<file path="src/rtl/act_slot_scheduler_if.sv">
// act_slot_scheduler_if: request, tFAW-block and issued-command bundle for act_slot_scheduler.
// master: bank-machine / tracker side (drives requests and faw_block).
// slave: the scheduler.
// Ports:
//   i_req_valid/i_req_rnk/i_req_bank/o_req_ready  request handshake.
//   i_faw_block                                    packed per-rank tFAW wait.
//   o_cmd0_* / o_cmd1_*                            sub-slot 0/1 command.
//   o_fifo_count                                   occupancy.
//   o_stall_cnt                                    present only with ACT_STALL_CNT_EN.
// Command encodings normally come from global.svh; the guarded fallbacks keep this bundle standalone.
`ifndef ACT
`define ACT 3'b011
`endif
`ifndef NOP
`define NOP 3'b111
`endif

interface act_slot_scheduler_if #(
  parameter int CMD_TYPE_WIDTH = 3,
  parameter int RNK_SEL_WIDTH  = 1,
  parameter int NUM_RNK        = 2**RNK_SEL_WIDTH,
  parameter int BANK_WIDTH     = 4,
  parameter int TIME_WIDTH     = 6,
  parameter int FIFO_DEPTH     = 4
);
  logic                              i_req_valid;
  logic [RNK_SEL_WIDTH-1:0]          i_req_rnk;
  logic [BANK_WIDTH-1:0]             i_req_bank;
  logic                              o_req_ready;
  logic [NUM_RNK*TIME_WIDTH-1:0]     i_faw_block;
  logic [CMD_TYPE_WIDTH-1:0]         o_cmd0_type;
  logic [RNK_SEL_WIDTH-1:0]          o_cmd0_rnk;
  logic [BANK_WIDTH-1:0]             o_cmd0_bank;
  logic [CMD_TYPE_WIDTH-1:0]         o_cmd1_type;
  logic [RNK_SEL_WIDTH-1:0]          o_cmd1_rnk;
  logic [BANK_WIDTH-1:0]             o_cmd1_bank;
  logic [$clog2(FIFO_DEPTH):0]       o_fifo_count;
`ifdef ACT_STALL_CNT_EN
  logic [15:0]                       o_stall_cnt;
`endif

  modport master (
    output i_req_valid, i_req_rnk, i_req_bank, i_faw_block,
    input  o_req_ready, o_cmd0_type, o_cmd0_rnk, o_cmd0_bank,
    input  o_cmd1_type, o_cmd1_rnk, o_cmd1_bank, o_fifo_count
`ifdef ACT_STALL_CNT_EN
    , input o_stall_cnt
`endif
  );

  modport slave (
    input  i_req_valid, i_req_rnk, i_req_bank, i_faw_block,
    output o_req_ready, o_cmd0_type, o_cmd0_rnk, o_cmd0_bank,
    output o_cmd1_type, o_cmd1_rnk, o_cmd1_bank, o_fifo_count
`ifdef ACT_STALL_CNT_EN
    , output o_stall_cnt
`endif
  );
endinterface

</file>
<file path="src/rtl/act_slot_scheduler.sv">
// Purpose: in-order ACT request FIFO placing up to two ACTs per i_clk into sub-slots 0 (offset 0) and 1 (offset 2).
// Latency: issue outputs are combinational from FIFO head, tRRD state and i_faw_block; a push is eligible next cycle.
// Backpressure: o_req_ready drops when the FIFO is full (registered count only); a blocked head stalls everything behind it.
// Ports:
//   i_clk, i_rstn        clock; synchronous active-low reset.
//   bus (slave modport)  request handshake, per-rank faw_block, two command sub-slots, fifo count.
// Optional: define ACT_STALL_CNT_EN to add the saturating 16-bit o_stall_cnt on the bus.
`ifndef ACT
`define ACT 3'b011
`endif
`ifndef NOP
`define NOP 3'b111
`endif

module act_slot_scheduler #(
  parameter int CMD_TYPE_WIDTH = 3,
  parameter int RNK_SEL_WIDTH  = 1,
  parameter int NUM_RNK        = 2**RNK_SEL_WIDTH,
  parameter int BANK_WIDTH     = 4,
  parameter int TIME_WIDTH     = 6,
  parameter int T_RRD          = 4,
  parameter int FIFO_DEPTH     = 4
) (
  input  logic                i_clk,
  input  logic                i_rstn,
  act_slot_scheduler_if.slave bus
);

  localparam int PW = $clog2(FIFO_DEPTH);
  localparam int CW = PW + 1;
  localparam int XW = TIME_WIDTH + 1;
  localparam logic [CMD_TYPE_WIDTH-1:0] CMD_ACT = CMD_TYPE_WIDTH'(`ACT);
  localparam logic [CMD_TYPE_WIDTH-1:0] CMD_NOP = CMD_TYPE_WIDTH'(`NOP);

  // Request storage
  logic [RNK_SEL_WIDTH-1:0] r_mem_rnk  [FIFO_DEPTH];
  logic [BANK_WIDTH-1:0]    r_mem_bank [FIFO_DEPTH];
  logic [PW-1:0]            r_rd_ptr;
  logic [PW-1:0]            r_wr_ptr;
  logic [CW-1:0]            r_count;

  // Remaining sub-cycles, measured from sub-slot 0 of the current cycle, until rank r is tRRD-legal
  logic [TIME_WIDTH-1:0]    r_rrd_rem [NUM_RNK];

  logic                     w_ready;
  logic                     w_push;
  logic [1:0]               w_pop;
  logic [PW-1:0]            w_rd_ptr1;
  logic                     w_h_vld;
  logic                     w_s_vld;
  logic [RNK_SEL_WIDTH-1:0] w_h_rnk;
  logic [BANK_WIDTH-1:0]    w_h_bank;
  logic [RNK_SEL_WIDTH-1:0] w_s_rnk;
  logic [BANK_WIDTH-1:0]    w_s_bank;
  logic [TIME_WIDTH-1:0]    w_faw [NUM_RNK];
  logic [NUM_RNK-1:0]       w_ok0;
  logic [NUM_RNK-1:0]       w_ok1;
  logic                     w_iss0;
  logic                     w_iss1;
  logic [RNK_SEL_WIDTH-1:0] w_iss1_rnk;
  logic [BANK_WIDTH-1:0]    w_iss1_bank;
  logic [XW-1:0]            w_rrd_base [NUM_RNK];
  logic [TIME_WIDTH-1:0]    w_rrd_nxt  [NUM_RNK];

  assign w_ready   = (r_count != CW'(FIFO_DEPTH));
  assign w_push    = bus.i_req_valid && w_ready;
  assign w_rd_ptr1 = r_rd_ptr + PW'(1);
  assign w_h_vld   = (r_count != '0);
  assign w_s_vld   = (r_count >= CW'(2));
  assign w_h_rnk   = r_mem_rnk[r_rd_ptr];
  assign w_h_bank  = r_mem_bank[r_rd_ptr];
  assign w_s_rnk   = r_mem_rnk[w_rd_ptr1];
  assign w_s_bank  = r_mem_bank[w_rd_ptr1];

  // Offset-0 needs both constraints already met; offset-2 tolerates up to 2 sub-cycles of wait.
  always_comb begin
    for (int r = 0; r < NUM_RNK; r++) begin
      w_faw[r] = bus.i_faw_block[r*TIME_WIDTH +: TIME_WIDTH];
      w_ok0[r] = (r_rrd_rem[r] == '0) && (w_faw[r] == '0);
      w_ok1[r] = (r_rrd_rem[r] <= TIME_WIDTH'(2)) && (w_faw[r] <= TIME_WIDTH'(2));
    end
  end

  // In-order placement: the second entry may only ride along when the head takes sub-slot 0,
  // and only on a different rank so a rank never sees two ACTs in one cycle.
  always_comb begin
    w_iss0      = 1'b0;
    w_iss1      = 1'b0;
    w_iss1_rnk  = w_h_rnk;
    w_iss1_bank = w_h_bank;
    w_pop       = 2'd0;
    if (i_rstn && w_h_vld) begin
      if (w_ok0[w_h_rnk]) begin
        w_iss0 = 1'b1;
        w_pop  = 2'd1;
        if (w_s_vld && (w_s_rnk != w_h_rnk) && w_ok1[w_s_rnk]) begin
          w_iss1      = 1'b1;
          w_iss1_rnk  = w_s_rnk;
          w_iss1_bank = w_s_bank;
          w_pop       = 2'd2;
        end
      end else if (w_ok1[w_h_rnk]) begin
        w_iss1 = 1'b1;
        w_pop  = 2'd1;
      end
    end
  end

  assign bus.o_req_ready  = w_ready;
  assign bus.o_fifo_count = r_count;
  assign bus.o_cmd0_type  = w_iss0 ? CMD_ACT : CMD_NOP;
  assign bus.o_cmd0_rnk   = w_iss0 ? w_h_rnk : '0;
  assign bus.o_cmd0_bank  = w_iss0 ? w_h_bank : '0;
  assign bus.o_cmd1_type  = w_iss1 ? CMD_ACT : CMD_NOP;
  assign bus.o_cmd1_rnk   = w_iss1 ? w_iss1_rnk : '0;
  assign bus.o_cmd1_bank  = w_iss1 ? w_iss1_bank : '0;

  // An ACT at offset o leaves T_RRD+o-4 for the next cycle; otherwise a cycle burns 4 sub-cycles.
  // Sum is one bit wider so T_RRD+2 cannot wrap before the saturating subtract.
  always_comb begin
    for (int r = 0; r < NUM_RNK; r++) begin
      if (w_iss0 && (w_h_rnk == RNK_SEL_WIDTH'(r))) begin
        w_rrd_base[r] = XW'(T_RRD);
      end else if (w_iss1 && (w_iss1_rnk == RNK_SEL_WIDTH'(r))) begin
        w_rrd_base[r] = XW'(T_RRD + 2);
      end else begin
        w_rrd_base[r] = {1'b0, r_rrd_rem[r]};
      end
      w_rrd_nxt[r] = (w_rrd_base[r] >= XW'(4)) ? TIME_WIDTH'(w_rrd_base[r] - XW'(4)) : '0;
    end
  end

  always_ff @(posedge i_clk) begin
    if (!i_rstn) begin
      r_rd_ptr <= '0;
      r_wr_ptr <= '0;
      r_count  <= '0;
      for (int r = 0; r < NUM_RNK; r++) begin
        r_rrd_rem[r] <= '0;
      end
    end else begin
      if (w_push) begin
        r_wr_ptr <= r_wr_ptr + PW'(1);
      end
      r_rd_ptr <= r_rd_ptr + PW'(w_pop);
      r_count  <= r_count + CW'(w_push) - CW'(w_pop);
      for (int r = 0; r < NUM_RNK; r++) begin
        r_rrd_rem[r] <= w_rrd_nxt[r];
      end
    end
  end

  // Payload storage needs no reset: occupancy alone decides what is valid.
  always_ff @(posedge i_clk) begin
    if (i_rstn && w_push) begin
      r_mem_rnk[r_wr_ptr]  <= bus.i_req_rnk;
      r_mem_bank[r_wr_ptr] <= bus.i_req_bank;
    end
  end

`ifdef ACT_STALL_CNT_EN
  logic [15:0] r_stall_cnt;

  always_ff @(posedge i_clk) begin
    if (!i_rstn) begin
      r_stall_cnt <= '0;
    end else if (w_h_vld && !w_iss0 && !w_iss1 && (r_stall_cnt != 16'hFFFF)) begin
      r_stall_cnt <= r_stall_cnt + 16'd1;
    end
  end

  assign bus.o_stall_cnt = r_stall_cnt;
`endif

endmodule
</file>
<file path="src/flat_wrapper.sv">
// flat-port wrapper written by rule: the top's interface ports become plain ports
module act_slot_scheduler_flat 
#(
  parameter int CMD_TYPE_WIDTH = 3,
  parameter int RNK_SEL_WIDTH  = 1,
  parameter int NUM_RNK        = 2**RNK_SEL_WIDTH,
  parameter int BANK_WIDTH     = 4,
  parameter int TIME_WIDTH     = 6,
  parameter int T_RRD          = 4,
  parameter int FIFO_DEPTH     = 4
)
  (i_clk, i_rstn, bus_i_req_valid, bus_i_req_rnk, bus_i_req_bank, bus_i_faw_block, bus_o_req_ready, bus_o_cmd0_type, bus_o_cmd0_rnk, bus_o_cmd0_bank, bus_o_cmd1_type, bus_o_cmd1_rnk, bus_o_cmd1_bank, bus_o_fifo_count);
  act_slot_scheduler_if #(.CMD_TYPE_WIDTH(CMD_TYPE_WIDTH), .RNK_SEL_WIDTH(RNK_SEL_WIDTH), .NUM_RNK(NUM_RNK), .BANK_WIDTH(BANK_WIDTH), .TIME_WIDTH(TIME_WIDTH), .FIFO_DEPTH(FIFO_DEPTH)) bus_i ();
  input  logic i_clk;
  input  logic i_rstn;
  input wire logic [$bits(bus_i.i_req_valid)-1:0] bus_i_req_valid;
  input wire logic [$bits(bus_i.i_req_rnk)-1:0] bus_i_req_rnk;
  input wire logic [$bits(bus_i.i_req_bank)-1:0] bus_i_req_bank;
  input wire logic [$bits(bus_i.i_faw_block)-1:0] bus_i_faw_block;
  output wire logic [$bits(bus_i.o_req_ready)-1:0] bus_o_req_ready;
  output wire logic [$bits(bus_i.o_cmd0_type)-1:0] bus_o_cmd0_type;
  output wire logic [$bits(bus_i.o_cmd0_rnk)-1:0] bus_o_cmd0_rnk;
  output wire logic [$bits(bus_i.o_cmd0_bank)-1:0] bus_o_cmd0_bank;
  output wire logic [$bits(bus_i.o_cmd1_type)-1:0] bus_o_cmd1_type;
  output wire logic [$bits(bus_i.o_cmd1_rnk)-1:0] bus_o_cmd1_rnk;
  output wire logic [$bits(bus_i.o_cmd1_bank)-1:0] bus_o_cmd1_bank;
  output wire logic [$bits(bus_i.o_fifo_count)-1:0] bus_o_fifo_count;
  assign bus_i.i_req_valid = bus_i_req_valid;
  assign bus_i.i_req_rnk = bus_i_req_rnk;
  assign bus_i.i_req_bank = bus_i_req_bank;
  assign bus_i.i_faw_block = bus_i_faw_block;
  assign bus_o_req_ready = bus_i.o_req_ready;
  assign bus_o_cmd0_type = bus_i.o_cmd0_type;
  assign bus_o_cmd0_rnk = bus_i.o_cmd0_rnk;
  assign bus_o_cmd0_bank = bus_i.o_cmd0_bank;
  assign bus_o_cmd1_type = bus_i.o_cmd1_type;
  assign bus_o_cmd1_rnk = bus_i.o_cmd1_rnk;
  assign bus_o_cmd1_bank = bus_i.o_cmd1_bank;
  assign bus_o_fifo_count = bus_i.o_fifo_count;
  act_slot_scheduler #(.CMD_TYPE_WIDTH(CMD_TYPE_WIDTH), .RNK_SEL_WIDTH(RNK_SEL_WIDTH), .NUM_RNK(NUM_RNK), .BANK_WIDTH(BANK_WIDTH), .TIME_WIDTH(TIME_WIDTH), .T_RRD(T_RRD), .FIFO_DEPTH(FIFO_DEPTH)) u_core (.i_clk(i_clk), .i_rstn(i_rstn), .bus(bus_i));
endmodule
</file>
<file path="config.mk">
export PLATFORM = sky130hd
export DESIGN_NAME = act_slot_scheduler_flat
export DESIGN_NICKNAME = d
export VERILOG_FILES = /design/src/rtl/act_slot_scheduler_if.sv /design/src/rtl/act_slot_scheduler.sv /design/src/flat_wrapper.sv
export SDC_FILE = /design/constraint.sdc
export NUM_CORES = 1
export LEC_CHECK = 0
export CAP_MARGIN = 20
export CORE_MARGIN = 3
export CORE_UTILIZATION = 45
export CTS_CLUSTER_DIAMETER = 200
export DETAILED_ROUTE_END_ITERATION = 16
export PLACE_DENSITY = 0.7
export SLEW_MARGIN = 20
export SYNTH_ARGS = -nofsm -noshare
export SYNTH_HDL_FRONTEND = slang
export SYNTH_SLANG_ARGS = --single-unit
</file>
<file path="constraint.sdc">
create_clock -name i_clk -period 7.5 [get_ports i_clk]
set_input_delay 1.5 -clock i_clk [delete_from_list [all_inputs] [get_ports i_clk]]
set_output_delay 1.5 -clock i_clk [all_outputs]
set_load 0.02 [all_outputs]
</file>
==> flow_metrics.env <==
export IMPL_status="completed"
export IMPL_synth_seq_cells=39
export IMPL_firstDrtPassIters=4
export IMPL_h_tree_depth=2
export IMPL_irDropWorstVdd_mv=0.158
export IMPL_drtAntennaViolNets=0
export IMPL_max_cap_viol_count=0
export IMPL_cts_buffer_depth=2
export IMPL_final_util=0.591
export IMPL_globalRouteOverflowTotal=0
export IMPL_drive_above_1_share=0.0772
export IMPL_clkTransAtPathRegs_ns=0.08
export IMPL_clock_sinks=39
export IMPL_dp_hpwl_um=3200
export IMPL_timing_fmax_ghz=0.168
export IMPL_p_leak_nw=0.995
export IMPL_p_switching_mw=0.219
export IMPL_layout_setup_ws_ns=1.55
export IMPL_clockRootBuffer="clkbuf_8"
export IMPL_yosysTopAreaCell="edfxtp_1"
export IMPL_fillers=392
export IMPL_r2r_cells=12
export IMPL_synth_edf_count=20
export IMPL_crit_path_max_fanout=7
export IMPL_syn_area_um2=2200
export IMPL_startpoint_type="input port"
export IMPL_crit_type="input port to primary output"
export IMPL_avgSynthCellArea_um2=10.4
export IMPL_grt_pass1_vias=1571
export IMPL_via_per_inst=5.23
export IMPL_core_area_um2=4530
export IMPL_die_h_um=76.0
export IMPL_dpl_cell_area_um2=2580
export IMPL_fin_tns_setup_ns=0
export IMPL_num_vias=1627
export IMPL_clock_latency_ns=0.29
export IMPL_synth_main_ff_cell="edfxtp_1"
export IMPL_layout_min_cycle_time_ns=5.95
export IMPL_placedCellCount=303
export IMPL_crit_path_cell_trace="clkdlybuf4s50_1 > nor4_2 > nand4_1 > o22a_1 > nor3_4 > inv_2 > a2111oi_0 > a2111oi_0 > clkdlybuf4s50_1"
export IMPL_rsz0062_at_grt="no"
export IMPL_pre_cts_ws_ns=1.58
export IMPL_setup_viol=0
export IMPL_first_iter_violations=95
export IMPL_swShare=0.341
export IMPL_clkPwrFrac=0.222
export IMPL_crit_path_end_kind="primary output"
export IMPL_required_ns=6.00
export IMPL_fin_crit_sh=0.793
export IMPL_relSlewSlack=0.487
export IMPL_slowest_stage="clkdlybuf4s50_1"
export IMPL_yosys_warnings=0
export IMPL_cts_resized=0
export IMPL_crit_arrival_ns=4.45
export IMPL_worst_pin_slew_ns=0.768
export IMPL_num_io_pins=40
export IMPL_grtUsageTotal=0.152
export IMPL_synthCells=212
export IMPL_drv_slew=0
export IMPL_p_int_mw=0.424
export IMPL_routabilityCongestion=0.819
export IMPL_crit_path_max_incr_delay_ns=0.57
export IMPL_post_route_cell_area_um2=2680
export IMPL_clock_skew_ns=0.00472
export IMPL_dieArea_um2=5770
export IMPL_synth_distinct_cells=49
export IMPL_io_buffer_count=35
export IMPL_area_delta_synth_final_pct=21.5
export IMPL_grt_max_degree=20
export IMPL_post_cts_buffers=0
export IMPL_start_util=0.486
export IMPL_finalHoldViolations=0
export IMPL_async_flop_share=0
export IMPL_hold_path_depth=1
export IMPL_p_per_area_nw_per_um2=240
export IMPL_hold_slack_ns=0.511
export IMPL_diodes=0
export IMPL_layoutNonFillerInstCount=311
export IMPL_die_w_um=76.0
export IMPL_wl_per_cell_um=13.5
export IMPL_combinationalPowerShare=0.320
export IMPL_yosysMostFrequentCell="edfxtp_1"
export IMPL_cts_hold_buf=0
export IMPL_r2r_setup_slack_ns=3.88
export IMPL_yosysTopAreaCellShare=0.273
export IMPL_hold_path_class="flip-flop to flip-flop"
export IMPL_rows=24
export IMPL_drc=0
export IMPL_cts_tree="built"
export IMPL_nNetsFinal=278
export IMPL_synth_seq_area_share=0.445
export IMPL_numCtsBuffers=5
export IMPL_grt_pass1_wl_um=7280
export IMPL_p_seq_frac=0.458
export IMPL_wl_um=4200
export IMPL_antenna_found_initial=0
export IMPL_finalPower_mw=0.644
export IMPL_synth_common_cells="20 x edfxtp_1, 19 x dfxtp_1, 18 x nor2_1"
export IMPL_synth_area_leaders="edfxtp_1 27%, dfxtp_1 17%, ha_1 6.8%"
worst max-delay path: cells and delay by family:
family	cells	cell delay [ns]
AO/OA/AOI/OAI	3	0.91
buffers and inverters	3	1.09
AND/OR/NAND/NOR	3	0.94
flip-flops by register name, summed over array words and instances, names as in the netlist:
name and cells:
u_core.r_rd_ptr 2, u_core.r_mem_rnk 4, u_core.r_wr_ptr 2, u_core.bus.o_fifo_count 3, u_core.r_mem_bank 16, u_core.r_rrd_rem 12
routing by layer:
layer,vias up,GRT usage,wire [um]
li1,826,-,-
met1,751,0.190,1920
met2,43,0.251,1950
met3,7,0.0532,264
met4,0,0.0399,60
met5,-,0,0
power by group through the flow:
stage | clock, mW | combinational [mW] | sequential [mW]
2_1_floorplan | 0 | 0.153 | 0.293
4_1_cts | 0.149 | 0.208 | 0.294
3_3_place_gp | 0 | 0.205 | 0.298
3_5_place_dp | 0 | 0.207 | 0.299
6_report | 0.143 | 0.206 | 0.295
5_1_grt | 0.159 | 0.235 | 0.301
final timing paths:
| check | from | endpoint |
|---|---|---|
| hold reg to reg | u_core.r_rrd_rem[0][6] | u_core.r_rrd_rem[0][6] |
| setup / recovery | bus_i_faw_block[2] | bus_o_cmd1_bank[0] |
| hold / removal | u_core.r_rrd_rem[0][6] | u_core.r_rrd_rem[0][6] |
| setup reg to reg | u_core.r_rd_ptr[1] | u_core.bus.o_fifo_count[2] |
cell type report:
cell class	instances	area, um2	area share
clock buffer	5	68.8	0.0257
sequential	39	981	0.366
clock inverter	3	23.8	0.00888
tap	65	81.3	0.0304
multi-input combinational	150	1120	0.418
inverter	14	52.6	0.0196
timing repair buffer	35	350	0.131
cells by family (layout without fill, tap and decap cells):
kind of cell	count (synthesis)	count (layout)	share of synthesized area
AO/OA/AOI/OAI	32	32	0.103
XOR/XNOR	7	7	0.0278
adder cells (fa/ha/maj)	13	13	0.0772
buffers and inverters	26	57	0.0517
flip-flops	39	39	0.445
multiplexers	14	14	0.0789
other	1	4	0.00170
AND/OR/NAND/NOR	80	80	0.215
layout by cell type, fill, tap and decap left out, types with 2 or more instances in the layout:
cell / n
nor4_2: 2
nand2b_1: 4
or3_1: 2
xnor2_1: 6
a211o_1: 2
nand2_1: 11
a22oi_1: 3
clkdlybuf4s50_1: 35
ha_1: 12
and2_1: 10
nor4_1: 5
and3_1: 5
nor3_1: 5
conb_1: 4
dfxtp_1: 19
a21oi_1: 6
nor2_1: 18
clkbuf_8: 5
clkinvlp_4: 2
edfxtp_1: 20
a211oi_1: 5
a2111oi_0: 4
nand3_1: 3
o21ai_0: 4
mux2_2: 4
mux2i_1: 8
nor2b_1: 6
nor3b_1: 3
inv_1: 13
(Power assumes the default switching activity.)
